--- src/rtl/nibble_serial_addsub_ctrl_pkg.sv ---
// Shared constants for the nibble-serial add/subtract sequencer:
// FSM state encoding and the width of the adder slice.
package nibble_serial_addsub_ctrl_pkg;

    localparam int NIBBLE_W = 4;

    localparam logic [1:0] ST_IDLE = 2'd0;
    localparam logic [1:0] ST_RUN  = 2'd1;
    localparam logic [1:0] ST_DONE = 2'd2;

endpackage

--- src/rtl/nibble_serial_addsub_ctrl_cla.sv ---
// 4-bit carry-lookahead adder slice; all carries are formed in parallel
// from generate/propagate terms rather than rippled.
module sumadorCarryLook_4bits (
    input  logic [3:0] i_a,
    input  logic [3:0] i_b,
    input  logic       i_cin,
    output logic [3:0] o_s,
    output logic       o_cout
);
    logic [3:0] w_g;
    logic [3:0] w_p;
    logic [4:0] w_c;

    assign w_g = i_a & i_b;
    assign w_p = i_a ^ i_b;

    assign w_c[0] = i_cin;
    assign w_c[1] = w_g[0] | (w_p[0] & i_cin);
    assign w_c[2] = w_g[1] | (w_p[1] & w_g[0]) | (w_p[1] & w_p[0] & i_cin);
    assign w_c[3] = w_g[2] | (w_p[2] & w_g[1]) | (w_p[2] & w_p[1] & w_g[0])
                  | (w_p[2] & w_p[1] & w_p[0] & i_cin);
    assign w_c[4] = w_g[3] | (w_p[3] & w_g[2]) | (w_p[3] & w_p[2] & w_g[1])
                  | (w_p[3] & w_p[2] & w_p[1] & w_g[0])
                  | (w_p[3] & w_p[2] & w_p[1] & w_p[0] & i_cin);

    assign o_s    = w_p ^ w_c[3:0];
    assign o_cout = w_c[4];

endmodule

--- src/rtl/nibble_serial_addsub_ctrl.sv ---
// Adds or subtracts WIDTH-bit operands one nibble per clock through a single
// shared 4-bit CLA slice, threading the carry between nibbles in a flop.
module nibble_serial_addsub_ctrl
    import nibble_serial_addsub_ctrl_pkg::*;
#(
    parameter int WIDTH = 16
) (
    input  logic             clk,
    input  logic             rst_n,
    input  logic             start,
    input  logic             op_sub,
    input  logic [WIDTH-1:0] A,
    input  logic [WIDTH-1:0] B,
    output logic             ready,
    output logic             done,
    output logic [WIDTH-1:0] S,
    output logic             Co,
    output logic             ovf
);
    localparam int NIB   = WIDTH / NIBBLE_W;
    localparam int CNT_W = (NIB > 1) ? $clog2(NIB) : 1;

    generate
        if (WIDTH < NIBBLE_W || (WIDTH % NIBBLE_W) != 0) begin : g_bad_width
            $error("nibble_serial_addsub_ctrl: WIDTH must be a multiple of 4 and >= 4");
        end
    endgenerate

    logic [1:0]          r_state;
    logic [CNT_W-1:0]    r_cnt;
    logic [WIDTH-1:0]    r_opA;
    logic [WIDTH-1:0]    r_opB;
    logic [WIDTH-1:0]    r_res;
    logic                r_carry;
    logic                r_co;
    logic                r_ovf;
    logic                r_amsb;
    logic                r_bmsb;
    logic                r_done;

    logic [NIBBLE_W-1:0] w_sum;
    logic                w_cout;
    logic                w_ready;
    logic                w_accept;
    logic                w_run;
    logic                w_last;
    logic [WIDTH+3:0]    w_res_next;

    sumadorCarryLook_4bits u_cla (
        .i_a    (r_opA[NIBBLE_W-1:0]),
        .i_b    (r_opB[NIBBLE_W-1:0]),
        .i_cin  (r_carry),
        .o_s    (w_sum),
        .o_cout (w_cout)
    );

    assign w_ready    = (r_state == ST_IDLE) || (r_state == ST_DONE);
    assign w_accept   = start && w_ready;
    assign w_run      = (r_state == ST_RUN);
    assign w_last     = w_run && (r_cnt == CNT_W'(NIB - 1));
    // New sum nibble enters at the MSB end; after NIB shifts the LSB nibble sits at the bottom.
    assign w_res_next = {w_sum, r_res};

    // Operand shifters carry no control meaning, so they are left unreset.
    always_ff @(posedge clk) begin
        if (w_accept) begin
            r_opA <= A;
            r_opB <= op_sub ? ~B : B;
        end else if (w_run) begin
            r_opA <= r_opA >> NIBBLE_W;
            r_opB <= r_opB >> NIBBLE_W;
        end
    end

    always_ff @(posedge clk or negedge rst_n) begin
        if (!rst_n) begin
            r_state <= ST_IDLE;
            r_cnt   <= '0;
            r_res   <= '0;
            r_carry <= 1'b0;
            r_co    <= 1'b0;
            r_ovf   <= 1'b0;
            r_amsb  <= 1'b0;
            r_bmsb  <= 1'b0;
            r_done  <= 1'b0;
        end else begin
            r_done <= 1'b0;
            if (w_accept) begin
                // Subtract is A + ~B + 1: the +1 rides in as the first carry-in.
                r_carry <= op_sub;
                r_res   <= '0;
                r_cnt   <= '0;
                r_amsb  <= A[WIDTH-1];
                r_bmsb  <= op_sub ? ~B[WIDTH-1] : B[WIDTH-1];
                r_state <= ST_RUN;
            end else if (w_run) begin
                r_res   <= w_res_next[WIDTH+3:NIBBLE_W];
                r_carry <= w_cout;
                r_cnt   <= r_cnt + 1'b1;
                if (w_last) begin
                    r_state <= ST_DONE;
                    r_done  <= 1'b1;
                    r_co    <= w_cout;
                    r_ovf   <= (r_amsb == r_bmsb) && (w_sum[NIBBLE_W-1] != r_amsb);
                end
            end
        end
    end

    assign ready = w_ready;
    assign done  = r_done;
    assign S     = r_res;
    assign Co    = r_co;
    assign ovf   = r_ovf;

endmodule

--- config.mk ---
export PLATFORM = sky130hd
export DESIGN_NAME = nibble_serial_addsub_ctrl
export DESIGN_NICKNAME = d
export VERILOG_FILES = /design/src/rtl/nibble_serial_addsub_ctrl_pkg.sv /design/src/rtl/nibble_serial_addsub_ctrl_cla.sv /design/src/rtl/nibble_serial_addsub_ctrl.sv
export SDC_FILE = /design/constraint.sdc
export NUM_CORES = 1
export LEC_CHECK = 0
export ABC_AREA = 0
export ABC_CLOCK_PERIOD_IN_PS = 3100
export CAP_MARGIN = 40
export CORE_MARGIN = 5
export CORE_UTILIZATION = 50
export CTS_BUF_LIST = sky130_fd_sc_hd__clkbuf_4
export CTS_CLUSTER_DIAMETER = 60
export DETAILED_ROUTE_END_ITERATION = 6
export PLACE_DENSITY = 0.87
export SLEW_MARGIN = 5
export SYNTH_ARGS = -nofsm -noshare
export SYNTH_HDL_FRONTEND = slang
export SYNTH_HIERARCHICAL = 1
export SYNTH_SLANG_ARGS = --single-unit
--- constraint.sdc ---
create_clock -name clk -period 3.1 [get_ports clk]
set_clock_uncertainty 0.1 [all_clocks]
set_input_delay 0.775 -clock clk [delete_from_list [all_inputs] [get_ports clk]]
set_output_delay 0.775 -clock clk [all_outputs]
set_load 0.1 [all_outputs]
# After elaboration in Yosys (flattened, before gate mapping)
# Cells that the tools add are included.
classes:
  n_addsub: 1
  eq_ne: 5
  mux: 18
  bitwise_logic: 32
  reduce_logical: 9
ops:
  columns: ["operator", "count"]
  rows:
  - ["$mux W16", 7]
  - ["$and A1 B1 Y1", 16]
  - ["$not A16 Y16", 1]
  - ["$mux W2", 5]
  - ["$or A1 B1 Y1", 10]
  - ["$xor A4 B4 Y4", 2]
  - ["$mux W1", 6]
  - ["$and A4 B4 Y4", 1]
  - ["$eq A2 B2 Y1 const B", 2]
  - ["$reduce_bool A2 Y1", 2]
  - ["$logic_and A1 B1 Y1", 3]
  - ["$reduce_and A3 Y1", 1]
  - ["$add A2 B1 Y2 const B", 1]
  - ["$eq A2 B1 Y1 const B", 1]
  - ["$logic_not A2 Y1", 1]
  - ["$not A1 Y1", 2]
  - ["$reduce_and A2 Y1", 1]
  - ["$eq A1 B1 Y1", 1]
  - ["$logic_or A1 B1 Y1", 1]
  - ["$ne A1 B1 Y1", 1]
word_totals:
  ff_bits: 58
  out_inout_bits: 20
  word_cells: 76

# Logic depth before layout (Yosys ltp)
# Gate-level depths: netlist (run 1).
depth:
  ltp_word: 8
  depth_mapped: 7

# By module
# The synthesis (run 1) kept the hierarchy.
by_module_without_submodules:
  columns: ["module", "n_inst", "cells_each", "area_each_um2", "seq_area_each_um2"]
  rows:
  - ["nibble_serial_addsub_ctrl", 1, 197, 2449.8, 1611.5]
  - ["sumadorCarryLook_4bits", 1, 13, 132.6, 0.0]

# Worst setup path after synthesis (run 1)
# OpenSTA, ideal clock, no wires.
synth_path:
  path_kind: "input to register"
  startpoint: "input port start"
  endpoint: "register r_opA[0], enable pin"
  arrival_ns: 1.883
  required_ns: 2.613
  path_slack_ns: 0.730
  cell_stages: 5
  path_buffers: 2
  path_cell_list: "nor2b_1 > buf_6 > nor2_8 > buf_8 > inv_1"
synth_via:
  elab_chain_len: 2
synth_lines:
  columns: ["element", "line_no", "source"]
  rows:
  - ["start: declaration", "nibble_serial_addsub_ctrl.sv:10", "input logic start,"]
  - ["$logic_and A1 B1 Y1", "nibble_serial_addsub_ctrl.sv:58", "assign w_accept = start && w_ready;"]
  - ["$reduce_bool A2 Y1 (no line)", null, null]
  - ["end signal: assignment", "nibble_serial_addsub_ctrl.sv:70", "r_opA <= r_opA >> NIBBLE_W;"]
  - ["end: declaration", "nibble_serial_addsub_ctrl.sv:31", "logic [WIDTH-1:0] r_opA;"]
# No other way between the ends.
# A chain may end at the register's enable or synchronous reset.

# Worst setup path in the final report (run 1)
layout_path:
  startpoint: "input port start"
  endpoint: "register r_opB[10], enable pin"
layout_via:
  elab_chain_len: 2
layout_lines:
  columns: ["element", "line_no", "source"]
  rows:
  - ["$logic_and A1 B1 Y1", "nibble_serial_addsub_ctrl.sv:58", null]
  - ["$reduce_bool A2 Y1 (no line)", null, null]
  - ["end signal: assignment", "nibble_serial_addsub_ctrl.sv:68", "r_opB <= op_sub ? ~B : B;"]
  - ["end signal: assignment", "nibble_serial_addsub_ctrl.sv:71", "r_opB <= r_opB >> NIBBLE_W;"]
  - ["end: declaration", "nibble_serial_addsub_ctrl.sv:32", "logic [WIDTH-1:0] r_opB;"]
# No other way between the ends.

==> results of run 1 <==
-- synthesized netlist by cell type (4+ instances only) --
master / number
nand2_1: 50
ha_1: 5
buf_2: 7
o21ai_1: 13
and2_1: 4
a21o_1: 5
edfxtp_1: 32
xnor2_1: 17
dfrtp_1: 26
nor2_1: 7
a22o_1: 17
inv_1: 4
-- through the flow --
step	hold slack, ns	cell area [µm²]
after floorplan	0.3646	2582
after global placement	0.3769	3124
after detailed placement	0.3824	3124
after CTS	0.4117	3229
after global routing	0.4206	3229
final	0.4071	3229
-- cells by family after synthesis --
group	share of synthesized area [%]
multiplexers	1.260
adder cells (fa/ha/maj)	3.198
AO/OA/AOI/OAI	11.05
buffers and inverters	4.118
XOR/XNOR	6.444
flip-flops	62.40
AND/OR/NAND/NOR	11.53
-- power groups by stage --
stage / combinational (mW) / sequential, mW / clock [mW]
global placement: 0.609 / 0.951 / 0
CTS: 0.621 / 0.937 / 0.446
floorplan: 0.109 / 1.29 / 0
detailed placement: 0.621 / 0.953 / 0
global route: 0.639 / 0.947 / 0.482
finish: 0.616 / 0.937 / 0.424
-- worst min-delay path by stage --
stage / startpoint / endpoint / slack [ns] / cells after the start
final: r_amsb / r_amsb / 0.41 / 1
after global routing: S[2] / S[2] / 0.42 / 1
after CTS: S[1] / S[1] / 0.41 / 1
after detailed placement: S[2] / S[2] / 0.38 / 1
after global placement: r_bmsb / r_bmsb / 0.38 / 1
after floorplan: r_amsb / r_amsb / 0.36 / 1
-- worst register-to-register path, delay by kind of cell, from the launching register on --
| family | cells | cell delay [ns] |
|---|---|---|
| fa+ha+maj | 1 | 0.32 |
| flops | 1 | 0.44 |
| simple gates | 1 | 0.21 |
| xor+xnor | 1 | 0.26 |
| compound gates | 4 | 0.62 |
-- state kept, by name, indices dropped and copies added, names as in the netlist --
name	cells
r_carry	1
S	16
r_state	2
ovf	1
r_cnt	2
done	1
r_bmsb	1
Co	1
r_amsb	1
r_opB	16
r_opA	16
-- layout make-up --
| cell class | count | share of cell area [%] |
|---|---|---|
| well taps | 70 | 2.712 |
| clock buffers | 11 | 2.557 |
| flip-flops and latches | 58 | 49.90 |
| clock inverters | 5 | 0.6974 |
| repair buffers | 61 | 16.89 |
| multi-input cells | 136 | 26.77 |
| inverters | 4 | 0.4649 |
-- per-layer routing --
layer  wire, µm  up-vias  GRT usage [%]
met5          0        -              0
met4         40        0          6.478
met3        331        5          6.360
met2       2404       57          25.04
met1       1858      797          18.12
li1           -      846              -
==> results.sh, run 1 <==
export IMPL_p_leak_nw=1.443
export IMPL_instances_no_fill=345
export IMPL_end_kind="flip-flop"
export IMPL_p_int_mw=1.230
export IMPL_rsz0062_at_grt="false"
export IMPL_grt_pass1_vias=1698
export IMPL_n_fill_cell=407
export IMPL_reg2regPathDepth=7
export IMPL_final_common_cell="nand2_1"
export IMPL_io_pin_count=56
export IMPL_antenna_cells=0
export IMPL_cts_hold_buffers=0
export IMPL_setup_tns_ns=0
export IMPL_fp_coreArea_um2=5075
export IMPL_grt_total_usage_pct=15.47
export IMPL_setup_worst_path_start_class="primary input"
export IMPL_cp_depth=5
export IMPL_clockBufferDepth=2
export IMPL_overflow=0
export IMPL_fmax_ghz=0.4503
export IMPL_drt_initial_drc_count=69
export IMPL_clockRootBuffer="clkbuf_4"
export IMPL_ys_async_sr_fraction_pct=44.83
export IMPL_setup_ws_ns=0.8791
export IMPL_power_frac_clock_pct=21.4
export IMPL_cpMaxStageDelayCell="clkdlybuf4s50_1"
export IMPL_ys_top_cells_by_area="edfxtp_1 (37%), dfrtp_1 (25%), nand2_1 (7.3%), a22o_1 (5.8%), xnor2_1 (5.8%)"
export IMPL_placed_cells=329
export IMPL_firstDrtPassIters=4
export IMPL_postCtsSetupBuffers=0
export IMPL_cts_clk_slew_worst_paths_ns=0.08
export IMPL_power_frac_seq_pct=47.4
export IMPL_drt_total_wl_mm=4.634
export IMPL_rr_endpoint="ovf"
export IMPL_synth_distinct_cells=28
export IMPL_power_density_nw_per_um2=612.1
export IMPL_cpPeakStageDelay_ns=0.52
export IMPL_regToRegSetupSlack_ns=1.03
export IMPL_finalMaxSlewViolations=0
export IMPL_htreeDepth=3
export IMPL_nets=312
export IMPL_ys_seq_area_share_pct=62.40
export IMPL_wire_per_inst_um=13.43
export IMPL_critPathBufInv=3
export IMPL_postSynthCellCount=210
export IMPL_dieArea_um2=6702
export IMPL_synth_area_um2=2582
export IMPL_yosysTopAreaCell="edfxtp_1"
export IMPL_multi_input_comb_area_um2=864.6
export IMPL_dp_hpwl_mm=3.369
export IMPL_numCtsBuffers=9
export IMPL_arrival_ns=2.19
export IMPL_swShare_pct=37.76
export IMPL_cts_resized=0
export IMPL_syn_num_nets=252
export IMPL_drive_above_1_share_pct=16.36
export IMPL_regArea_um2=1612
export IMPL_p_comb_share_pct=31.2
export IMPL_p_total_mw=1.977
export IMPL_yosysWarningCount=6
export IMPL_std_cell_rows=26
export IMPL_area_growth_syn_to_layout_pct=25.05
export IMPL_grt_pass1_wl_mm=7.541
export IMPL_clk_insertion_delay_late_ns=0.39
export IMPL_die_y_um=81.87
export IMPL_synth_seq_cells=58
export IMPL_vias=1705
export IMPL_period_needed_ns=2.221
export IMPL_crit_start="start"
export IMPL_synth_edf_count=32
export IMPL_hold_viol=0
export IMPL_syn_avg_cell_area_um2=12.30
export IMPL_r2r_start="r_opA[0]"
export IMPL_cap_violations=0
export IMPL_portBuffers=55
export IMPL_irDropWorstVdd_mv=0.4198
export IMPL_dieWidth_um=81.87
export IMPL_grt_max_degree=43
export IMPL_setup_viol=0
export IMPL_crit_chain="clkdlybuf4s50_1 -> nor2b_1 -> nor2_8 -> inv_1 -> buf_4"
export IMPL_postLayoutCoreUtil_pct=63.63
export IMPL_gp_congestion=0.7304
export IMPL_path_max_fanout=21
export IMPL_crit_type="primary input to flip-flop"
export IMPL_p_sw_uw=746.4
export IMPL_start_util_pct=50.89
export IMPL_crit_required_ns=3.07
export IMPL_tightestPinTransition_ns=0.3952
export IMPL_synth_top_area_share_pct=37.21
export IMPL_drc_errors=0
export IMPL_cts_sinks=58
export IMPL_grt_antenna_before_repair=0
export IMPL_ant_nets=0
export IMPL_crit_end="r_opB[10]"
export IMPL_status="complete, no violations"
export IMPL_relSlewSlack_pct=73.60
export IMPL_min_period_over_period_pct=71.64
export IMPL_tritoncts="built"
export IMPL_synthFlopType="edfxtp_1"
export IMPL_layout_common_cells="nand2_1 (50), clkdlybuf4s50_1 (35), edfxtp_1 (32), dfrtp_1 (26), buf_4 (26)"
export IMPL_via_per_inst=4.942
export IMPL_critical_path_top_delay_family="buffers and inverters"
export IMPL_hold_class="flip-flop to flip-flop"
export IMPL_post_place_ws_ns=0.4700
Power figures use the tool's default switching activity.
==> run 2: changes to the inputs <==
Settings changed: ABC_CLOCK_PERIOD_IN_PS 3100 to 2250.
Clock period 3.1 ns to 2.25 ns, I/O delays scaled along.
==> results.sh, run 2 (synthesis results as in run 1) <==
export IMPL_status="complete, no violations"
export IMPL_firstDrtPassIters=4
export IMPL_clockRootBuffer="clkbuf_4"
export IMPL_regToRegSetupSlack_ns=0.25
export IMPL_end_kind="flip-flop"
export IMPL_setup_worst_path_start_class="flip-flop"
export IMPL_postLayoutCoreUtil_pct=64.94
export IMPL_worstHoldPathCells=2
export IMPL_clk_insertion_delay_late_ns=0.39
export IMPL_start_util_pct=50.89
export IMPL_fp_coreArea_um2=5075
export IMPL_gp_congestion=0.7091
export IMPL_reg2regPathDepth=7
export IMPL_drt_total_wl_mm=4.984
export IMPL_rr_endpoint="ovf"
export IMPL_regArea_um2=1612
export IMPL_grt_max_degree=43
export IMPL_numCtsBuffers=9
export IMPL_cap_violations=0
export IMPL_min_period_over_period_pct=89.05
export IMPL_dieWidth_um=81.87
export IMPL_ant_nets=0
export IMPL_p_leak_nw=1.469
export IMPL_grt_antenna_before_repair=0
export IMPL_path_max_fanout=2
export IMPL_std_cell_rows=26
export IMPL_hold_class="flip-flop to flip-flop"
export IMPL_drc_errors=0
export IMPL_wire_per_inst_um=14.28
export IMPL_tightestPinTransition_ns=0.3252
export IMPL_antenna_cells=0
export IMPL_crit_type="flip-flop to flip-flop"
export IMPL_setup_viol=0
export IMPL_finalMaxSlewViolations=0
export IMPL_cts_clk_slew_worst_paths_ns=0.09
export IMPL_relSlewSlack_pct=78.32
export IMPL_layout_common_cells="nand2_1 (50), clkdlybuf4s50_1 (35), edfxtp_1 (32), buf_4 (27), dfrtp_1 (26)"
export IMPL_worstHoldStart="ovf"
export IMPL_irDropWorstVdd_mv=0.5129
export IMPL_cts_resized=0
export IMPL_vias=1752
export IMPL_period_needed_ns=2.004
export IMPL_area_growth_syn_to_layout_pct=27.62
export IMPL_crit_required_ns=2.42
export IMPL_dieArea_um2=6702
export IMPL_fmax_ghz=0.4991
export IMPL_clockBufferDepth=2
export IMPL_via_per_inst=5.020
export IMPL_die_y_um=81.87
export IMPL_drive_above_1_share_pct=16.85
export IMPL_io_pin_count=56
export IMPL_power_density_nw_per_um2=831.4
export IMPL_grt_total_usage_pct=16.38
export IMPL_setup_tns_ns=0
export IMPL_cts_sinks=58
export IMPL_hold_viol=0
export IMPL_arrival_ns=2.18
export IMPL_nets=316
export IMPL_multi_input_comb_area_um2=864.6
export IMPL_r2r_start="r_opA[0]"
export IMPL_rsz0062_at_grt="false"
export IMPL_grt_pass1_wl_mm=7.935
export IMPL_n_fill_cell=403
export IMPL_drt_initial_drc_count=84
export IMPL_postCtsSetupBuffers=0
export IMPL_grt_pass1_vias=1756
export IMPL_tritoncts="built"
export IMPL_dp_hpwl_mm=3.639
export IMPL_htreeDepth=3
export IMPL_portBuffers=55
export IMPL_min_to="ovf"
export IMPL_cts_hold_buffers=0
export IMPL_overflow=0
export IMPL_final_common_cell="nand2_1"
## run 2: cell count changes in the layout (fill, tap and decap cells not counted)
cell | before | now
inv_2 | 1 | 0
buf_4 | 26 | 27
buf_12 | 0 | 3
clkinv_1 | 1 | 3
clkinv_2 | 3 | 2
## run 2: critical path, cell delays in order (launching register included)
cell	delay, ns
edfxtp_1	0.44
ha_1	0.32
a21o_1	0.20
a31o_1	0.24
xor2_1	0.20
and3b_1	0.20
a21oi_1	0.11
o21ai_0	0.09
## run 2: cell type report
type / count / area share [%]
clock inverter: 5 / 0.6454
sequential: 58 / 48.90
inverter: 4 / 0.4556
timing repair buffer: 65 / 18.60
tap: 70 / 2.658
multi-input combinational: 136 / 26.23
clock buffer: 11 / 2.506
## run 2: power by group
part | internal [mW] | switching [mW]
logic | 0.248 | 0.604
clock network | 0.238 | 0.352
registers | 1.21 | 0.0886
## run 2: layer usage
layer	vias to the layer above	wire length (µm)	global-route usage, %	share of wire (%)
li1	861	-	-	-
met1	826	1943	18.13	39
met2	55	2629	28.27	53
met3	10	311	4.605	6.2
met4	0	99	8.970	2.0
met5	-	0	0	0
## run 2: worst max path at each step
stage | from | end | slack, ns | depth (start not counted)
after floorplan | start | r_opA[0] | 0.09 | 5
after global placement | start | r_opB[0] | 0.07 | 6
after detailed placement | start | r_opB[0] | 0.05 | 6
after CTS | r_opB[0] | ovf | 0.22 | 7
after global routing | r_opA[0] | ovf | 0.13 | 7
final | r_opA[0] | ovf | 0.25 | 7
## run 2: per-stage QoR
stage	power [mW]	cell area, µm²	setup slack, ns	std cells	hold WS (ns)
floorplan	1.929	2582	0.09284	210	0.1669
global placement	2.153	3192	0.06661	333	0.3730
detailed placement	2.178	3192	0.04659	333	0.3824
CTS	2.769	3296	0.2184	349	0.3998
global route	2.855	3296	0.1275	349	0.4283
finish	2.740	3296	0.2464	349	0.4046
